===== src/rtl/ysyx_24100006_axi_defs.sv =====
// Shared AXI4-Lite definitions for the CLINT slice: response codes,
// FSM state encodings and the word offsets of the mtime registers.
package ysyx_24100006_axi_defs;

    localparam logic [1:0] RESP_OKAY   = 2'b00;
    localparam logic [1:0] RESP_SLVERR = 2'b10;

    localparam logic [31:0] OFFSET_LO = 32'd0;
    localparam logic [31:0] OFFSET_HI = 32'd4;

    typedef enum logic [1:0] {
        W_IDLE   = 2'd0,
        W_GOT_AW = 2'd1,
        W_GOT_W  = 2'd2,
        W_RESP   = 2'd3
    } w_state_t;

    typedef enum logic [1:0] {
        R_IDLE = 2'd0,
        R_WAIT = 2'd1,
        R_RESP = 2'd2
    } r_state_t;

endpackage


===== src/rtl/ysyx_24100006_clint_timer.sv =====
// Free-running 64-bit mtime with a prescaler and a byte-strobed write port
// per 32-bit word. A write replaces the increment for that cycle.
module ysyx_24100006_clint_timer #(
    parameter int unsigned TICK_DIV = 1
) (
    input  logic        clk,
    input  logic        reset,
    input  logic        wr_lo,
    input  logic        wr_hi,
    input  logic [31:0] wr_data,
    input  logic [3:0]  wr_strb,
    output logic [63:0] mtime
);

    localparam logic [15:0] PRESC_MAX = 16'(TICK_DIV - 1);

    logic [15:0] presc_reg, presc_next;
    logic [63:0] mtime_reg, mtime_next;
    logic [31:0] lo_merged, hi_merged;
    logic        tick;

    assign tick = (presc_reg == PRESC_MAX);

    // Unstrobed bytes keep the pre-increment value of the addressed word.
    for (genvar gi = 0; gi < 4; gi++) begin : g_lane
        assign lo_merged[8*gi +: 8] = wr_strb[gi] ? wr_data[8*gi +: 8] : mtime_reg[8*gi +: 8];
        assign hi_merged[8*gi +: 8] = wr_strb[gi] ? wr_data[8*gi +: 8] : mtime_reg[32+8*gi +: 8];
    end

    always_comb begin
        presc_next = tick ? 16'd0 : presc_reg + 16'd1;
        mtime_next = mtime_reg + 64'(tick);
        if (wr_lo || wr_hi) begin
            mtime_next = mtime_reg;
            if (wr_lo) begin
                mtime_next[31:0] = lo_merged;
            end
            if (wr_hi) begin
                mtime_next[63:32] = hi_merged;
            end
        end
    end

    always_ff @(posedge clk or negedge reset) begin
        if (!reset) begin
            presc_reg <= 16'd0;
            mtime_reg <= 64'd0;
        end else begin
            presc_reg <= presc_next;
            mtime_reg <= mtime_next;
        end
    end

    assign mtime = mtime_reg;

endmodule


===== src/rtl/ysyx_24100006_clint.sv =====
// CLINT mtime responder on an AXI4-Lite slave port: independent write and
// read FSMs, word decode and registered responses around the timer.
module ysyx_24100006_clint
    import ysyx_24100006_axi_defs::*;
#(
    parameter logic [31:0] BASE_ADDR    = 32'ha000_0048,
    parameter int unsigned TICK_DIV     = 1,
    parameter int unsigned READ_LATENCY = 1
) (
    input  logic        clk,
    input  logic        reset,
    input  logic        s_axi_awvalid,
    output logic        s_axi_awready,
    input  logic [31:0] s_axi_awaddr,
    input  logic        s_axi_wvalid,
    output logic        s_axi_wready,
    input  logic [31:0] s_axi_wdata,
    input  logic [7:0]  s_axi_wstrb,
    output logic        s_axi_bvalid,
    input  logic        s_axi_bready,
    output logic [1:0]  s_axi_bresp,
    input  logic        s_axi_arvalid,
    output logic        s_axi_arready,
    input  logic [31:0] s_axi_araddr,
    output logic        s_axi_rvalid,
    input  logic        s_axi_rready,
    output logic [31:0] s_axi_rdata,
    output logic [1:0]  s_axi_rresp
);

    localparam logic [31:0] LO_ADDR  = BASE_ADDR + OFFSET_LO;
    localparam logic [31:0] HI_ADDR  = BASE_ADDR + OFFSET_HI;
    localparam logic [29:0] LO_WORD  = LO_ADDR[31:2];
    localparam logic [29:0] HI_WORD  = HI_ADDR[31:2];
    localparam logic [3:0]  LAT_LOAD = 4'(READ_LATENCY - 1);

    w_state_t    w_state_reg, w_state_next;
    logic [29:0] aw_addr_reg;
    logic [31:0] w_data_reg;
    logic [3:0]  w_strb_reg;
    logic [1:0]  bresp_reg;
    logic        aw_hs, w_hs, commit;
    logic [29:0] cm_addr;
    logic [31:0] cm_data;
    logic [3:0]  cm_strb;
    logic        wr_lo, wr_hi;

    r_state_t    r_state_reg, r_state_next;
    logic [29:0] ar_addr_reg, sample_addr;
    logic [3:0]  lat_cnt_reg;
    logic [31:0] rdata_reg;
    logic [1:0]  rresp_reg;
    logic        sample;
    logic [63:0] mtime;
    logic        unused_bits;

    assign unused_bits = ^{s_axi_wstrb[7:4], s_axi_awaddr[1:0], s_axi_araddr[1:0]};

    // ---------------- write channel ----------------
    assign s_axi_awready = (w_state_reg == W_IDLE) || (w_state_reg == W_GOT_W);
    assign s_axi_wready  = (w_state_reg == W_IDLE) || (w_state_reg == W_GOT_AW);
    assign s_axi_bvalid  = (w_state_reg == W_RESP);
    assign s_axi_bresp   = bresp_reg;
    assign aw_hs         = s_axi_awvalid && s_axi_awready;
    assign w_hs          = s_axi_wvalid && s_axi_wready;

    always_comb begin
        w_state_next = w_state_reg;
        commit       = 1'b0;
        case (w_state_reg)
            W_IDLE: begin
                if (aw_hs && w_hs) begin
                    commit       = 1'b1;
                    w_state_next = W_RESP;
                end else if (aw_hs) begin
                    w_state_next = W_GOT_AW;
                end else if (w_hs) begin
                    w_state_next = W_GOT_W;
                end
            end
            W_GOT_AW: begin
                if (w_hs) begin
                    commit       = 1'b1;
                    w_state_next = W_RESP;
                end
            end
            W_GOT_W: begin
                if (aw_hs) begin
                    commit       = 1'b1;
                    w_state_next = W_RESP;
                end
            end
            W_RESP: begin
                if (s_axi_bready) begin
                    w_state_next = W_IDLE;
                end
            end
            default: w_state_next = W_IDLE;
        endcase
    end

    // Whichever half arrived first was latched; the other comes live off the bus.
    assign cm_addr = (w_state_reg == W_GOT_AW) ? aw_addr_reg : s_axi_awaddr[31:2];
    assign cm_data = (w_state_reg == W_GOT_W)  ? w_data_reg  : s_axi_wdata;
    assign cm_strb = (w_state_reg == W_GOT_W)  ? w_strb_reg  : s_axi_wstrb[3:0];
    assign wr_lo   = commit && (cm_addr == LO_WORD);
    assign wr_hi   = commit && (cm_addr == HI_WORD);

    always_ff @(posedge clk or negedge reset) begin
        if (!reset) begin
            w_state_reg <= W_IDLE;
            aw_addr_reg <= 30'd0;
            w_data_reg  <= 32'd0;
            w_strb_reg  <= 4'd0;
            bresp_reg   <= RESP_OKAY;
        end else begin
            w_state_reg <= w_state_next;
            if (aw_hs) begin
                aw_addr_reg <= s_axi_awaddr[31:2];
            end
            if (w_hs) begin
                w_data_reg <= s_axi_wdata;
                w_strb_reg <= s_axi_wstrb[3:0];
            end
            if (commit) begin
                bresp_reg <= (wr_lo || wr_hi) ? RESP_OKAY : RESP_SLVERR;
            end
        end
    end

    ysyx_24100006_clint_timer #(
        .TICK_DIV(TICK_DIV)
    ) u_timer (
        .clk     (clk),
        .reset   (reset),
        .wr_lo   (wr_lo),
        .wr_hi   (wr_hi),
        .wr_data (cm_data),
        .wr_strb (cm_strb),
        .mtime   (mtime)
    );

    // ---------------- read channel ----------------
    assign s_axi_arready = (r_state_reg == R_IDLE);
    assign s_axi_rvalid  = (r_state_reg == R_RESP);
    assign s_axi_rdata   = rdata_reg;
    assign s_axi_rresp   = rresp_reg;

    always_comb begin
        r_state_next = r_state_reg;
        sample       = 1'b0;
        sample_addr  = ar_addr_reg;
        case (r_state_reg)
            R_IDLE: begin
                if (s_axi_arvalid) begin
                    if (LAT_LOAD == 4'd0) begin
                        sample       = 1'b1;
                        sample_addr  = s_axi_araddr[31:2];
                        r_state_next = R_RESP;
                    end else begin
                        r_state_next = R_WAIT;
                    end
                end
            end
            R_WAIT: begin
                if (lat_cnt_reg <= 4'd1) begin
                    sample       = 1'b1;
                    r_state_next = R_RESP;
                end
            end
            R_RESP: begin
                if (s_axi_rready) begin
                    r_state_next = R_IDLE;
                end
            end
            default: r_state_next = R_IDLE;
        endcase
    end

    // mtime is the registered value, so a read sampled with a commit sees pre-write data.
    always_ff @(posedge clk or negedge reset) begin
        if (!reset) begin
            r_state_reg <= R_IDLE;
            ar_addr_reg <= 30'd0;
            lat_cnt_reg <= 4'd0;
            rdata_reg   <= 32'd0;
            rresp_reg   <= RESP_OKAY;
        end else begin
            r_state_reg <= r_state_next;
            if (r_state_reg == R_IDLE && s_axi_arvalid) begin
                ar_addr_reg <= s_axi_araddr[31:2];
                lat_cnt_reg <= LAT_LOAD;
            end else if (r_state_reg == R_WAIT) begin
                lat_cnt_reg <= lat_cnt_reg - 4'd1;
            end
            if (sample) begin
                if (sample_addr == LO_WORD) begin
                    rdata_reg <= mtime[31:0];
                    rresp_reg <= RESP_OKAY;
                end else if (sample_addr == HI_WORD) begin
                    rdata_reg <= mtime[63:32];
                    rresp_reg <= RESP_OKAY;
                end else begin
                    rdata_reg <= 32'd0;
                    rresp_reg <= RESP_SLVERR;
                end
            end
        end
    end

endmodule


===== config.mk =====
export PLATFORM = sky130hd
export DESIGN_NAME = ysyx_24100006_clint
export DESIGN_NICKNAME = d
export VERILOG_FILES = /design/src/rtl/ysyx_24100006_axi_defs.sv /design/src/rtl/ysyx_24100006_clint_timer.sv /design/src/rtl/ysyx_24100006_clint.sv
export SDC_FILE = /design/constraint.sdc
export NUM_CORES = 1
export LEC_CHECK = 0
export BUFFER_PORTS_ARGS = -buffer_cell sky130_fd_sc_hd__clkbuf_2
export CORE_MARGIN = 5
export CORE_UTILIZATION = 51
export CTS_CLUSTER_DIAMETER = 50
export DETAILED_ROUTE_END_ITERATION = 10
export PLACE_DENSITY = 0.76
export SLEW_MARGIN = 40
export SYNTH_ARGS = -nofsm -noshare
export SYNTH_HDL_FRONTEND = slang
export SYNTH_SLANG_ARGS = --single-unit
export TNS_END_PERCENT = 30

===== constraint.sdc =====
create_clock -name clk -period 2.8 [get_ports clk]
set_input_delay 0.56 -clock clk [delete_from_list [all_inputs] [get_ports clk]]
set_output_delay 0.56 -clock clk [all_outputs]
set_load 0.02 [all_outputs]

==> results.toml, run 1 <==
[final_layout]
final_common_cell = "dfrtp_1"
post-route-cell-area_mm2 = 0.0127
largest_register_ffs = 64
syn2layout_area_growth_pct = 29.3
diodes = 0
utilization_pct = 67.6
final_cell_mix = "dfrtp_1 (183), nand2_1 (173), clkbuf_2 (140)"
finalNetCount = 1373
drive_above_1_share_pct = 32.7

[critical_path]
reg2reg_depth = 15
critPathKind = "flip-flop to flip-flop"
cp_data_required_time_ns = 3.17
timing.rr.end = "u_timer.mtime[61]$_DFFE_PN0P_"
reg2reg_from = "u_timer.presc_reg[1]$_DFF_PN0_"
crit_arrival_ns = 3.24
endpoint_kind = "flip-flop"
worst-path-max-fanout = 4
ff2ff_setup_slack_ns = -0.07
startpoint_type = "flip-flop"

[yosys]
ys.flop_type = "dfrtp_1"
synth_area_per_cell_um2 = 9.51
async_reset_ff_share_pct = 100
syn-instance-count = 1036
yosys_register_bits = 183
post_synth_num_cell_types = 63
ys_warn_count = 0
synth_edf_count = 0
seq_area_frac_synth_pct = 46.5
netlist_area_mm2 = 0.00985

[route]
drt_pre_antenna_iters = 8
wl_per_cell_um = 19.5
routed.top_layer = "met4"
wl_met1_mm = 12.3
dr.first_iter.drc_count = 741
dr_wl_met3_mm = 3.00
dr_wl_met2_mm = 13.8
num_vias = 9300
ant_nets = 0
wl_mm = 29.8
drc = 0
avgViaCountPerCell = 6.09

[power]
leakage_uw = 0.00569
p_comb_share_pct = 28.6
netSwitchingFraction_pct = 32.5
p_seq_share_pct = 40.8
p_switching_uw = 2700
power_density_mw_per_mm2 = 651
peakVddDrop_mv = 0.728
total_power_uw = 8300
clkPwrFrac_pct = 30.5
p_int_uw = 5600

[placement]
placed_cell_area_mm2 = 0.0115
place_ws_ns = -0.192
numPortBuffers = 141
dpl.hpwl_mm = 21.2
routabilityCongestion = 0.904

[floorplanning]
pin_count = 152
rows = 50
start_util_pct = 52.3
die_h_um = 149
die-width_um = 149
design.die.area_mm2 = 0.0222
coreArea_mm2 = 0.0188

[clock_network]
clk_pin_slew_ns = 0.07
clock_latency_ns = 0.44
clockBufferDepth = 2
cts_tree = "done"
clock-root-buffer = "clkbuf_16"
cts.sinks = 183
postCtsHoldBufs = 0
htree_num_levels = 4
cts_buffers = 17

[sta]
finalClockSkew_ns = 0.00869
hold_viol_final = 0
worst_slack_ns = -0.0738
hold_ws_ns = 0.0936
period_share_pct = 103
worstMarginPinSlew_ns = 0.706
fin_crit_ns = 2.87
rsz0062_at_grt = "true"
slew_violations = 0
slew_headroom_pct = 52.5
setup_viol = 15
max_freq_ghz = 0.348

[global_routing]
grt_max_degree = 57
grt_pass1_wl_mm = 47.3
antenna_found_initial = 0
grt_pass1_vias = 9059
grt-ovfl-total = 0
track_usage_pct = 26.6

[flow_run]
cap_viol_max_count = 0

[hold_path]
min_path_type = "primary input to async pin"

[status]
status = "finished, violations left"
violations = "negative setup slack"
per-stage QoR:
stage	setup TNS [ns]	std cells
global route	-4.64	1526
global placement	-0.751	1486
finish	-0.545	1526
CTS	-0.0842	1521
floorplan	0	1037
detailed placement	-1.97	1486
timing repair:
item	in CTS	in global routing
cloned	0	0
setup buffers	3	6
resized for setup	40	69
setup endpoints to repair	34	61
pin swaps	13	27
critical path, stage by stage (launching register included):
cell     delay (ns)
dfrtp_1        0.39
inv_1          0.07
ha_2           0.18
nor4b_4        0.21
and4_4         0.29
ha_4           0.16
buf_6          0.09
nand4_1        0.12
buf_4          0.17
nor4_2         0.12
buf_4          0.17
nand4_1        0.11
buf_6          0.19
nor4_4         0.17
o21a_1         0.18
o221a_1        0.19
synth_stat cells (all sizes together) (6+ instances only):
library cell | instances | share of area [%]
nor2 | 53 | 2.0
nand3 | 50 | 2.5
o22ai | 9 | 0.57
or2 | 6 | 0.38
and2 | 7 | 0.44
mux2i | 64 | 6.5
a32o | 9 | 0.91
nor4b | 7 | 0.62
a21oi | 45 | 2.3
nor3 | 46 | 2.6
dfrtp | 183 | 46
ha | 9 | 1.1
clkbuf | 36 | 1.4
a221oi | 23 | 2.0
a211oi | 31 | 2.4
xnor2 | 12 | 1.1
inv | 27 | 1.0
mux2 | 44 | 5.0
nand2 | 174 | 6.7
and3 | 24 | 1.5
o21ai | 53 | 2.7
nor4 | 20 | 1.3
buf | 15 | 0.91
nand4 | 17 | 1.1
a2111oi | 7 | 1.0
and4 | 8 | 0.71
final cells by class:
| class | instances | area [µm²] |
|---|---|---|
| timing repair buffer | 248 | 1650 |
| clock inverter | 13 | 165 |
| sequential | 183 | 4580 |
| multi-input combinational | 776 | 5470 |
| tap | 260 | 325 |
| inverter | 27 | 101 |
| clock buffer | 19 | 443 |
| fill | 1440 | 6090 |
power groups by stage:
stage	clock network [µW]	logic [µW]	registers [µW]
2_1_floorplan	0	1570	3370
4_1_cts	2560	2340	3380
6_report	2540	2380	3390
5_1_grt	2670	2600	3450
3_5_place_dp	0	2310	3430
3_3_place_gp	0	2250	3400
worst max path at each step:
stage,from,end,slack (ns)
2_1_floorplan,u_timer.presc_reg[0]$_DFF_PN0_,u_timer.mtime[36]$_DFFE_PN0P_,0.003
3_3_place_gp,u_timer.presc_reg[0]$_DFF_PN0_,u_timer.mtime[61]$_DFFE_PN0P_,-0.12
3_5_place_dp,u_timer.presc_reg[0]$_DFF_PN0_,u_timer.mtime[61]$_DFFE_PN0P_,-0.19
4_1_cts,u_timer.presc_reg[1]$_DFF_PN0_,u_timer.mtime[45]$_DFFE_PN0P_,-0.02
5_1_grt,u_timer.presc_reg[1]$_DFF_PN0_,u_timer.mtime[61]$_DFFE_PN0P_,-0.19
6_report,u_timer.presc_reg[1]$_DFF_PN0_,u_timer.mtime[61]$_DFFE_PN0P_,-0.07
routing by layer:
| layer | vias up | global-route usage [%] |
|---|---|---|
| met3 | 78 | 7.26 |
| li1 | 4270 | - |
| met2 | 523 | 42.3 |
| met1 | 4429 | 36.2 |
| met5 | - | 0 |
| met4 | 0 | 7.09 |
cells by family (layout without fill, tap and decap cells):
kind of cell | Yosys count | count (layout) | synth area share [%]
xor gates and xnor gates | 14 | 14 | 1.25
muxes | 108 | 108 | 11.5
and+or+nand+nor | 430 | 430 | 21.2
other | 1 | 2 | 0.0381
buffers and inverters | 78 | 307 | 3.32
AOI/OAI and AO/OA | 213 | 213 | 15.0
adders and majority gates | 9 | 9 | 1.14
DFF | 183 | 183 | 46.5
(Power assumes the default switching activity.)
==> run 2: changes to the inputs <==
--- a/config.mk
+++ b/config.mk
@@ -11,6 +11,7 @@
 export CTS_CLUSTER_DIAMETER = 50
 export DETAILED_ROUTE_END_ITERATION = 10
 export PLACE_DENSITY = 0.76
+export REMOVE_ABC_BUFFERS = 1
 export SLEW_MARGIN = 40
 export SYNTH_ARGS = -nofsm -noshare
 export SYNTH_HDL_FRONTEND = slang
==> run 2 against run 1 <==
  * The run still ends with negative setup slack left
  * Via count up 0.28%
  * Non-clock buffer count is 9 higher
  * Total power is 1.3% lower
  * Combinational power barely moved
  * Sequential cell count stayed put
  * Cell area decreased by 1.5%
  * Cell count increased by 0.59%
  * Register-to-register slack is essentially flat
  * Largest power group unchanged
  * Maximum frequency up 0.26%
  * Critical path depth decreased by 3
  * Count of clock-buffer cells in the layout down 1
  * Core utilization down 1.0 points
==> results.toml, run 2 (synthesis results as in run 1) <==
[flow_run]
cap_viol_max_count = 0

[critical_path]
critPathMaxStageDelay_ns = 0.39
path_depth = 12
crit_arrival_ns = 3.21
endpoint_kind = "flip-flop"
cp_data_required_time_ns = 3.14
cp_num_buf_inv = 2
critPathKind = "flip-flop to flip-flop"
cpMaxStageDelayCell = "nor4_1"
worst-path-max-fanout = 5
critPathTopFamily = "simple AND/OR/NAND/NOR gates"
path_cells = "nor4_1, and4_4, ha_4, ha_2, nand3_2, nor2_4, buf_6, nand3_4, buf_4, a2111oi_2, nor3_1, a221oi_1"
reg2reg_depth = 12
startpoint_type = "flip-flop"

[placement]
numPortBuffers = 141
dp_cells = 1494
dpl.hpwl_mm = 20.7
placed_cell_area_mm2 = 0.0116
routabilityCongestion = 0.944

[global_routing]
track_usage_pct = 25.9
grt-ovfl-total = 0
antenna_found_initial = 0
grt_pass1_vias = 9213
grt_pass1_wl_mm = 46.6
grt_max_degree = 58

[route]
drc = 0
ant_nets = 0
num_vias = 9326
drt_pre_antenna_iters = 6
wl_per_cell_um = 19.1
dr.first_iter.drc_count = 912
wl_mm = 29.4
avgViaCountPerCell = 6.08

[status]
violations = "negative setup slack"
status = "finished, violations left"

[clock_network]
postCtsHoldBufs = 0
clockBufferDepth = 2
cts.sinks = 183
clock-root-buffer = "clkbuf_16"
cts_tree = "done"
cts_buffers = 17
htree_num_levels = 4
clk_pin_slew_ns = 0.07
clock_latency_ns = 0.44

[sta]
finalClockSkew_ns = 0.0113
fin_crit_ns = 2.87
slew_violations = 0
setup_viol = 6
worstMarginPinSlew_ns = 0.791
rsz0062_at_grt = "true"
slew_headroom_pct = 46.8
max_freq_ghz = 0.349
worst_slack_ns = -0.0663
period_share_pct = 102
hold_viol_final = 0

[power]
p_seq_share_pct = 41.4
netSwitchingFraction_pct = 33.4
p_int_uw = 5460
peakVddDrop_mv = 0.747
leakage_uw = 0.00571
power_density_mw_per_mm2 = 653
p_comb_share_pct = 28.9
p_switching_uw = 2730
clkPwrFrac_pct = 29.7
total_power_uw = 8190

[final_layout]
diodes = 0
finalNetCount = 1382
syn2layout_area_growth_pct = 27.4
post-route-cell-area_mm2 = 0.0125
final_common_cell = "dfrtp_1"
drive_above_1_share_pct = 30.3
largest_register_ffs = 64
final_cell_mix = "dfrtp_1 (183), nand2_1 (173), clkbuf_2 (140)"
stdcell_count = 1535

[floorplanning]
coreArea_mm2 = 0.0188
design.die.area_mm2 = 0.0222
die-width_um = 149
rows = 50
die_h_um = 149
start_util_pct = 52.3
pin_count = 152

[hold_path]
min_path_type = "primary input to async pin"
run 2: cell count changes in the layout (fill, tap and decap cells not counted), sizes merged:
cell	delta
inv	+2
buf	+7
bufinv	-2
clkbuf	+1
clkinv	+1
run 2: per-stage QoR:
| stage | hold slack (ns) | util, % | setup TNS (ns) | setup WS [ns] |
|---|---|---|---|---|
| floorplan | 0.264 | - | -78.71 | -1.34 |
| global placement | 0.452 | 61.6 | -0.386 | -0.0894 |
| detailed placement | 0.460 | 61.6 | -1.27 | -0.160 |
| CTS | 0.107 | 65.2 | 0 | 0.000726 |
| global route | 0.130 | 66.6 | -2.94 | -0.203 |
| finish | 0.0971 | 66.6 | -0.239 | -0.0663 |
run 2: worst register-to-register path: cells and delay by family, from the launching register on:
| kind | cells | cell delay [ns] |
|---|---|---|
| AND/OR/NAND/NOR | 6 | 1.15 |
| buffers and inverters | 2 | 0.35 |
| AO/OA/AOI/OAI | 2 | 0.57 |
| flip-flops | 1 | 0.38 |
| adder cells (fa/ha/maj) | 2 | 0.32 |
run 2: routing by layer:
layer,routed length (µm),track usage (%),vias to the layer above
li1,-,-,4273
met4,1130,10.1,0
met2,13600,41.0,472
met3,2780,5.17,109
met5,0,0,-
met1,11900,35.3,4472
run 2: final cells by class:
type | count | area (µm²)
repair buffers | 257 | 1770
well taps | 260 | 325
clock inverters | 14 | 155
clock buffers | 18 | 439
inverters | 27 | 101
fillers | 1484 | 6290
flip-flops and latches | 183 | 4580
multi-input cells | 776 | 5170
run 2: repair_timing:
action | CTS | global route
setup buffers | 2 | 5
pin swaps | 2 | 9
setup endpoints to repair | 30 | 54
cloned | 0 | 2
endpoints found under the hold margin | 0 | 0
resized for setup | 17 | 36
run 2: power by group through the flow:
| stage | logic, µW | registers (µW) | clock network, µW |
|---|---|---|---|
| finish | 2370 | 3390 | 2430 |
| global route | 2590 | 3440 | 2580 |
| CTS | 2340 | 3380 | 2470 |
| detailed placement | 2320 | 3430 | 0 |
| global placement | 2260 | 3400 | 0 |
| floorplan | 1540 | 3370 | 0 |
run 2: final timing paths:
path	to	slack [ns]	start
max	u_timer.mtime[46]$_DFFE_PN0P_	-0.07	u_timer.presc_reg[4]$_DFF_PN0_
min	s_axi_rdata[23]$_DFFE_PN0P_	0.1	reset
max reg2reg	u_timer.mtime[46]$_DFFE_PN0P_	-0.07	u_timer.presc_reg[4]$_DFF_PN0_
min reg2reg	s_axi_rdata[23]$_DFFE_PN0P_	0.48	s_axi_rdata[23]$_DFFE_PN0P_
max in group asynchronous	u_timer.presc_reg[9]$_DFF_PN0_	2.02	reset
min in group clk	r_state_reg[1]$_DFFE_PN0P_	0.31	s_axi_rready
